$ cat config.mk
export PLATFORM = sky130hd
export DESIGN_NAME = wide_adder_seq
export DESIGN_NICKNAME = d
export VERILOG_FILES = /design/src/rtl/wide_adder_seq.sv
export SDC_FILE = /design/constraint.sdc
export NUM_CORES = 1
export LEC_CHECK = 0
export ABC_AREA = 0
export ABC_CLOCK_PERIOD_IN_PS = 1800
export CAP_MARGIN = 20
export CORE_MARGIN = 2
export CORE_UTILIZATION = 51
export DETAILED_ROUTE_END_ITERATION = 7
export GPL_TIMING_DRIVEN = 0
export PLACE_DENSITY = 0.79
export SYNTH_ARGS = -nofsm -noshare
export SYNTH_HDL_FRONTEND = slang
export SYNTH_SLANG_ARGS = --single-unit
$ cat constraint.sdc
create_clock -name clk -period 1.8 [get_ports clk]
set_input_delay 0.54 -clock clk [delete_from_list [all_inputs] [get_ports clk]]
set_output_delay 0.54 -clock clk [all_outputs]
set_load 0.02 [all_outputs]
$ cat src/rtl/wide_adder_seq.sv
// Sequenced W-bit adder: one N-bit full-adder slice reused over M cycles,
// carry registered between slices, valid/ready handshakes on both sides.

module fulladder #(
   parameter int N = 4
) (
   output logic [N-1:0] sum,
   output logic         cout,
   input  logic         cin,
   input  logic [N-1:0] a,
   input  logic [N-1:0] b
);

   logic [N:0] total;

   assign total = {1'b0, a} + {1'b0, b} + {{N{1'b0}}, cin};
   assign sum   = total[N-1:0];
   assign cout  = total[N];

endmodule

module wide_adder_seq #(
   parameter int N = 4,
   parameter int M = 4
) (
   input  logic           clk,
   input  logic           rst_n,
   input  logic           in_valid,
   output logic           in_ready,
   input  logic [N*M-1:0] a,
   input  logic [N*M-1:0] b,
   input  logic           cin,
   output logic           out_valid,
   input  logic           out_ready,
   output logic [N*M-1:0] sum,
   output logic           cout,
   output logic           busy
);

   localparam int W  = N * M;
   localparam int CW = (M > 1) ? $clog2(M) : 1;
   localparam logic [CW-1:0] LAST = CW'(M - 1);

   typedef enum logic [1:0] {
      IDLE = 2'd0,
      RUN  = 2'd1,
      DONE = 2'd2
   } state_t;

   state_t         state_q;
   state_t         state_d;
   logic [W-1:0]   a_sh;
   logic [W-1:0]   b_sh;
   logic [W-1:0]   sum_sh;
   logic           carry;
   logic [CW-1:0]  cnt;
   logic           out_valid_q;
   logic           cout_q;
   logic [N-1:0]   slice_sum;
   logic           slice_cout;
   logic [W-1:0]   sum_nxt;

   fulladder #(.N(N)) u_slice (
      .sum  (slice_sum),
      .cout (slice_cout),
      .cin  (carry),
      .a    (a_sh[N-1:0]),
      .b    (b_sh[N-1:0])
   );

   // New slice enters at the MSB; after M slices the LSB slice sits at bit 0.
   assign sum_nxt = W'({slice_sum, sum_sh} >> N);

   always_ff @(posedge clk or negedge rst_n) begin
      if (!rst_n) begin
         state_q <= IDLE;
      end else begin
         state_q <= state_d;
      end
   end

   always_comb begin
      state_d = state_q;
      case (state_q)
         IDLE:    if (in_valid)      state_d = RUN;
         RUN:     if (cnt == LAST)   state_d = DONE;
         DONE:    if (out_ready)     state_d = IDLE;
         default:                    state_d = IDLE;
      endcase
   end

   always_ff @(posedge clk or negedge rst_n) begin
      if (!rst_n) begin
         a_sh        <= '0;
         b_sh        <= '0;
         sum_sh      <= '0;
         carry       <= 1'b0;
         cnt         <= '0;
         out_valid_q <= 1'b0;
         cout_q      <= 1'b0;
      end else begin
         case (state_q)
            IDLE: begin
               if (in_valid) begin
                  a_sh  <= a;
                  b_sh  <= b;
                  carry <= cin;
                  cnt   <= '0;
               end
            end
            RUN: begin
               sum_sh <= sum_nxt;
               a_sh   <= a_sh >> N;
               b_sh   <= b_sh >> N;
               carry  <= slice_cout;
               cnt    <= cnt + 1'b1;
               if (cnt == LAST) begin
                  out_valid_q <= 1'b1;
                  cout_q      <= slice_cout;
               end
            end
            DONE: begin
               if (out_ready) out_valid_q <= 1'b0;
            end
            default: ;
         endcase
      end
   end

   assign in_ready  = (state_q == IDLE);
   assign busy      = (state_q != IDLE);
   assign out_valid = out_valid_q;
   assign sum       = sum_sh;
   assign cout      = cout_q;

endmodule
==> out/qor.csv <==
stage;metric;value;unit
setup_path;max_stage_delay;450;ps
setup_path;worst-path-stages;6;
route;drtIter0Drc;161;
layout;layout-drive-gt1-share;14.3;%
layout;layout.nets;400;
hold_path;hold_class;input pin to asynchronous set/reset pin;
setup_path;worstSetupPathType;flip-flop to flip-flop;
die;initial_core_util;52.0;%
timing;slew_violations;0;
setup_path;crit_buf_inv;1;
die;core_area;0.00541;mm2
power_and_ir_drop;pwr-share-comb;50.6;%
layout;areaGrowthSynthToFinish;26.1;%
layout;stdcell_count;429;
timing;max_freq;590;MHz
power_and_ir_drop;max-vdd-ir-drop;0.000606;V
setup_path;critPathLaunchType;flip-flop;
grt;antenna_found_initial;0;
synth;synth.net_count;336;
synth;yosysTopAreaCellShare;49.0;%
synth;yosysMostFrequentCell;dfrtp_1;
route;vias_per_cell;5.38;
clock_network;root_buffer;clkbuf_8;
layout;seqCellArea;0.00138;mm2
setup_path;cpMaxStageDelayCell;dfrtp_1;
setup_path;arrival;1880;ps
synth;syn_area;0.00281;mm2
timing;setup_ws;106;ps
power_and_ir_drop;p_int;0.00320;W
synth;synthTopCellsByCount;dfrtp_1 (55), nand2_1 (54), o21ai_1 (31), nor2b_1 (29);
clock_network;holdBufCountCts;0;
synth;synthArstFlopShare;100;%
grt;grt_pass1_vias;2231;
route;drc_errors;0;
job;cap_violations;0;
timing;timing.slew.headroom;63.9;%
synth;syn_area_per_cell;9.60;um2
setup_path;critPathCaptureType;flip-flop;
power_and_ir_drop;pwr-share-seq;36.9;%
power_and_ir_drop;p_sw;0.00241;W
timing;hold_viol_final;0;
route;drtAntennaViolNets;0;
power_and_ir_drop;p_per_area;1580;mW/mm2
placement;portBuffers;56;
synth;ys.flop_type;dfrtp_1;
timing;worst_clock_skew;6.81;ps
clock_network;clockBufferDepth;2;
setup_path;rrSetupSlack;110;ps
timing;finalSetupViolCount;0;
setup_path;required;1990;ps
timing;period_minus_slack;1690;ps
synth;synth_cell_types;33;
clock_network;clock_sink_count;55;
placement;dp_hpwl;4690;um
placement;preCtsSetupSlack;-328;ps
die;die_x;78.2;um
route;drt-pass1-iter-count;4;
timing;rsz0062_at_grt;false;
setup_path;crit_chain;fa_1, inv_1, fa_1, nand2b_1, o2bb2ai_1, o211ai_1;
grt;grt_max_degree;34;
power_and_ir_drop;swShare;42.9;%
setup_path;crit_end;carry;
layout;n_antenna_cell;0;
die;rows;27;
layout;multi_input_area;0.00126;mm2
clock_network;cts_tree;yes;
clock_network;cts_buffers;5;
clock_network;cts-htree-levels;2;
synth;ys_ff_latch;55;
outcome;status;completed;
route;vias;2309;
placement;gp_congestion;0.824;
die;die_h;78.2;um
setup_path;critPathMostFrequentCell;fa_1;
setup_path;crit_family;adder cells;
synth;yosysWarnings;0;
setup_path;worstPathMaxFanout;3;
layout;fin_area;0.00355;mm2
power_and_ir_drop;pwr-share-clk;12.6;%
synth;syn_inst;293;
setup_path;worstRegToRegCells;6;
die;ios;57;
layout;nFillCells;482;
die;dieArea;0.00612;mm2
synth;ys_seq_area_share;49.0;%
placement;dp.cells;422;
grt;grt_usage;22.3;%
route;routed_wl;6590;um
timing;worst_pin_slew;542;ps
timing;finalCritPeriodShare;94.1;%
synth;synth-edff-count;0;
placement;postPlaceCellArea;0.00348;mm2
setup_path;crit_path_start;a_sh[0];
synth;post_synth_main_area_contributors;dfrtp_1 (49%), nand2_1 (7.2%), nor2b_1 (6.5%), a22oi_1 (6.4%), o21ai_1 (5.5%);
route;wl_per_cell;15.4;um
setup_path;rr_startpoint;a_sh[0];
clock_network;clkTransAtPathRegs;100;ps
grt;grt-ovfl-total;0;
grt;grt_pass1_wl;10600;um
synth;post-synth-top-area-cell;dfrtp_1;
power_and_ir_drop;p_leak;1.61;nW
clock_network;clk_latency;310;ps
setup_path;reg2reg_to;carry;
## per-layer routing
layer	wire length [um]	track usage, %	up-vias
met1	2860	28.8	1108
met2	3380	37.8	58
met3	269	4.25	7
met4	73	7.54	0
met5	0	0	-
li1	-	-	1136
## cells in the final DEF, fill, tap and decap left out, types with 2 or more instances in the layout
| master | instances |
|---|---|
| nand2_1 | 54 |
| dfrtp_1 | 54 |
| clkdlybuf4s50_1 | 34 |
| o21ai_1 | 31 |
| nor2b_1 | 29 |
| a22oi_1 | 24 |
| a21oi_1 | 24 |
| dlygate4sd2_1 | 18 |
| a21oi_2 | 9 |
| o21ai_2 | 9 |
| buf_2 | 7 |
| inv_1 | 6 |
| buf_4 | 6 |
| clkbuf_8 | 6 |
| clkbuf_1 | 5 |
| buf_6 | 4 |
| nor2_1 | 4 |
| ha_1 | 4 |
| clkbuf_2 | 2 |
| a2bb2oi_1 | 2 |
| and2b_1 | 2 |
| nor4bb_1 | 2 |
| o211ai_1 | 2 |
| fa_1 | 2 |
## layout make-up
cell class	instances	area share (%)
sequential	55	38.8
multi-input combinational	209	35.7
timing repair buffer	60	16.2
buffer	19	3.53
tap	72	2.54
clock buffer	6	2.33
inverter	7	0.741
clock inverter	1	0.141
## how the worst min path moves through the flow
stage                     cells after the start      end    from
after floorplan                               0  a_sh[0]   rst_n
after global placement                        2   sum[1]  sum[1]
after detailed placement                      2   sum[1]  sum[1]
after CTS                                     1     cout   rst_n
after global routing                          1  sum[10]   rst_n
final                                         1     cout   rst_n
## timing repair
action	in CTS	in global routing
setup endpoints to repair	20	14
gates resized for setup	29	6
buffers inserted	3	0
## power by group through the flow
stage	sequential (W)	combinational [W]	clock (W)
floorplan	0.00223	0.00179	0
global placement	0.00209	0.00288	0
detailed placement	0.00211	0.00296	0
CTS	0.00207	0.00287	0.000710
global route	0.00213	0.00314	0.000759
finish	0.00207	0.00284	0.000705
## flip-flops by register name, summed over array words and instances (netlist names)
name	cells
a_sh	16
b_sh	16
sum	16
cnt	2
state_q	2
carry	1
cout	1
out_valid	1
## logic make-up (layout without fill, tap and decap cells)
group | Yosys count | in the layout | synth area share [%]
AOI/OAI and AO/OA | 104 | 104 | 23.9
xor gates and xnor gates | 1 | 1 | 0.312
adders and majority gates | 6 | 6 | 3.20
buffers and inverters | 29 | 93 | 6.14
DFF | 55 | 55 | 49.0
muxes | 1 | 1 | 0.356
and+or+nand+nor | 97 | 97 | 17.2
## through the flow
step | utilization, % | power (W) | hold slack (ps) | setup TNS [ps]
2_1_floorplan | - | 0.00402 | 244 | 0
3_3_place_gp | 64.1 | 0.00496 | 458 | -90560
3_5_place_dp | 64.3 | 0.00507 | 461 | -6950
4_1_cts | 65.6 | 0.00564 | 214 | 0
5_1_grt | 65.6 | 0.00603 | 229 | 0
6_report | 65.6 | 0.00561 | 199 | 0
No activity file was read; power rests on OpenSTA's default activity.
==> RTL change (same flow settings) <==
Encoding of `state_t`: now one-hot (3 bits for 3 states).
--- a/src/rtl/wide_adder_seq.sv
+++ b/src/rtl/wide_adder_seq.sv
@@ -41,10 +41,10 @@
    localparam int CW = (M > 1) ? $clog2(M) : 1;
    localparam logic [CW-1:0] LAST = CW'(M - 1);
 
-   typedef enum logic [1:0] {
-      IDLE = 2'd0,
-      RUN  = 2'd1,
-      DONE = 2'd2
+   typedef enum logic [2:0] {
+      IDLE = 3'b001,
+      RUN  = 3'b010,
+      DONE = 3'b100
    } state_t;
 
    state_t         state_q;
Behaviour: same outputs for any inputs over 10 cycles, from zero or initial values and one cycle with rst_n low; not proved beyond that.
==> RTL change against the original RTL <==
- total power decreased by 3.6%
- wire length decreased by 14%
- sequential cell count increased by 1
- sequential share of layout area increased by 3.4 points
- non-clock buffer count decreased by 1
- area after synthesis decreased by 8.7%
- clock skew increased by 0.0057 ns
- worst setup slack got worse by 0.082 ns
- core utilization increased by 3.8 points
- synthesized cell count decreased by 2.4%
- design area decreased by 6.4%
- largest cell class unchanged
==> RTL change: results <==
finish:
  drive_above_1_share_pct: 10.5
  fin_nets: 394
  fillers: 402
placement:
  place_ws_ns: -0.208
  dp.cells: 410
  post-dp-hpwl_mm: 4.06
  gp_congestion: 0.798
yosys:
  synth_xor_area_share_pct: 0.341
  ys_top_cells_by_area: "dfrtp_1 54%, nand2_1 16%, a31oi_1 6.6%"
  seq_area_frac_synth_pct: 54.7
  synth_compound_area_share_pct: 10.8
worst_setup_path:
  r2r-end: "a_sh[1]$_DFFE_PN0P_"
  crit_fanout: 4
  reg2regPathDepth: 7
  cp-end-kind: "output pin"
  endpoint: "in_ready"
detailed_routing:
  viasPerCell: 5.13
  wl_met1_mm: 2.45
  wl_per_cell_um: 13.5
  wl_met2_mm: 2.80
  drt_iter0_drc: 117
timing:
  max_slew_margin_pct: 67.2
global_routing:
  use_met1_pct: 28.6
  met3_usage_pct: 4.55
  grt_pass1_wl_mm: 9.32
  grt_pass1_vias: 2050
outcome:
  status: "finished clean"
pwr:
  p_total_uw: 5410
==> RTL change: changes by cell type after synthesis, sizes merged, moves of 23 or more <==
cell	delta
nor2	+23
o21ai	-36
a31oi	+27
a22oi	-24
nor2b	-30
nand2	+54
==> RTL change: repair_timing <==
item | CTS | global route
hold endpoints to repair | 0 | 0
resized for setup | 28 | 3
endpoints found under the setup margin | 20 | 4
setup buffers | 0 | 1
==> RTL change: area by class of cell <==
cell class	instances	area (um2)	area share, %
inverters	6	22.5	0.678
well taps	67	83.8	2.53
multi-input cells	204	1010	30.5
repair buffers	58	569	17.2
flip-flops and latches	56	1400	42.3
plain buffers	20	134	4.03
clock inverters	1	7.51	0.226
clock buffers	7	86.3	2.60
==> RTL change: worst max-delay path, cell delays in order (launching register included) <==
cell      delay (ns)
dfstp_2         0.54
buf_6           0.11
nand3b_1        0.09
inv_1           0.08
buf_6           0.11
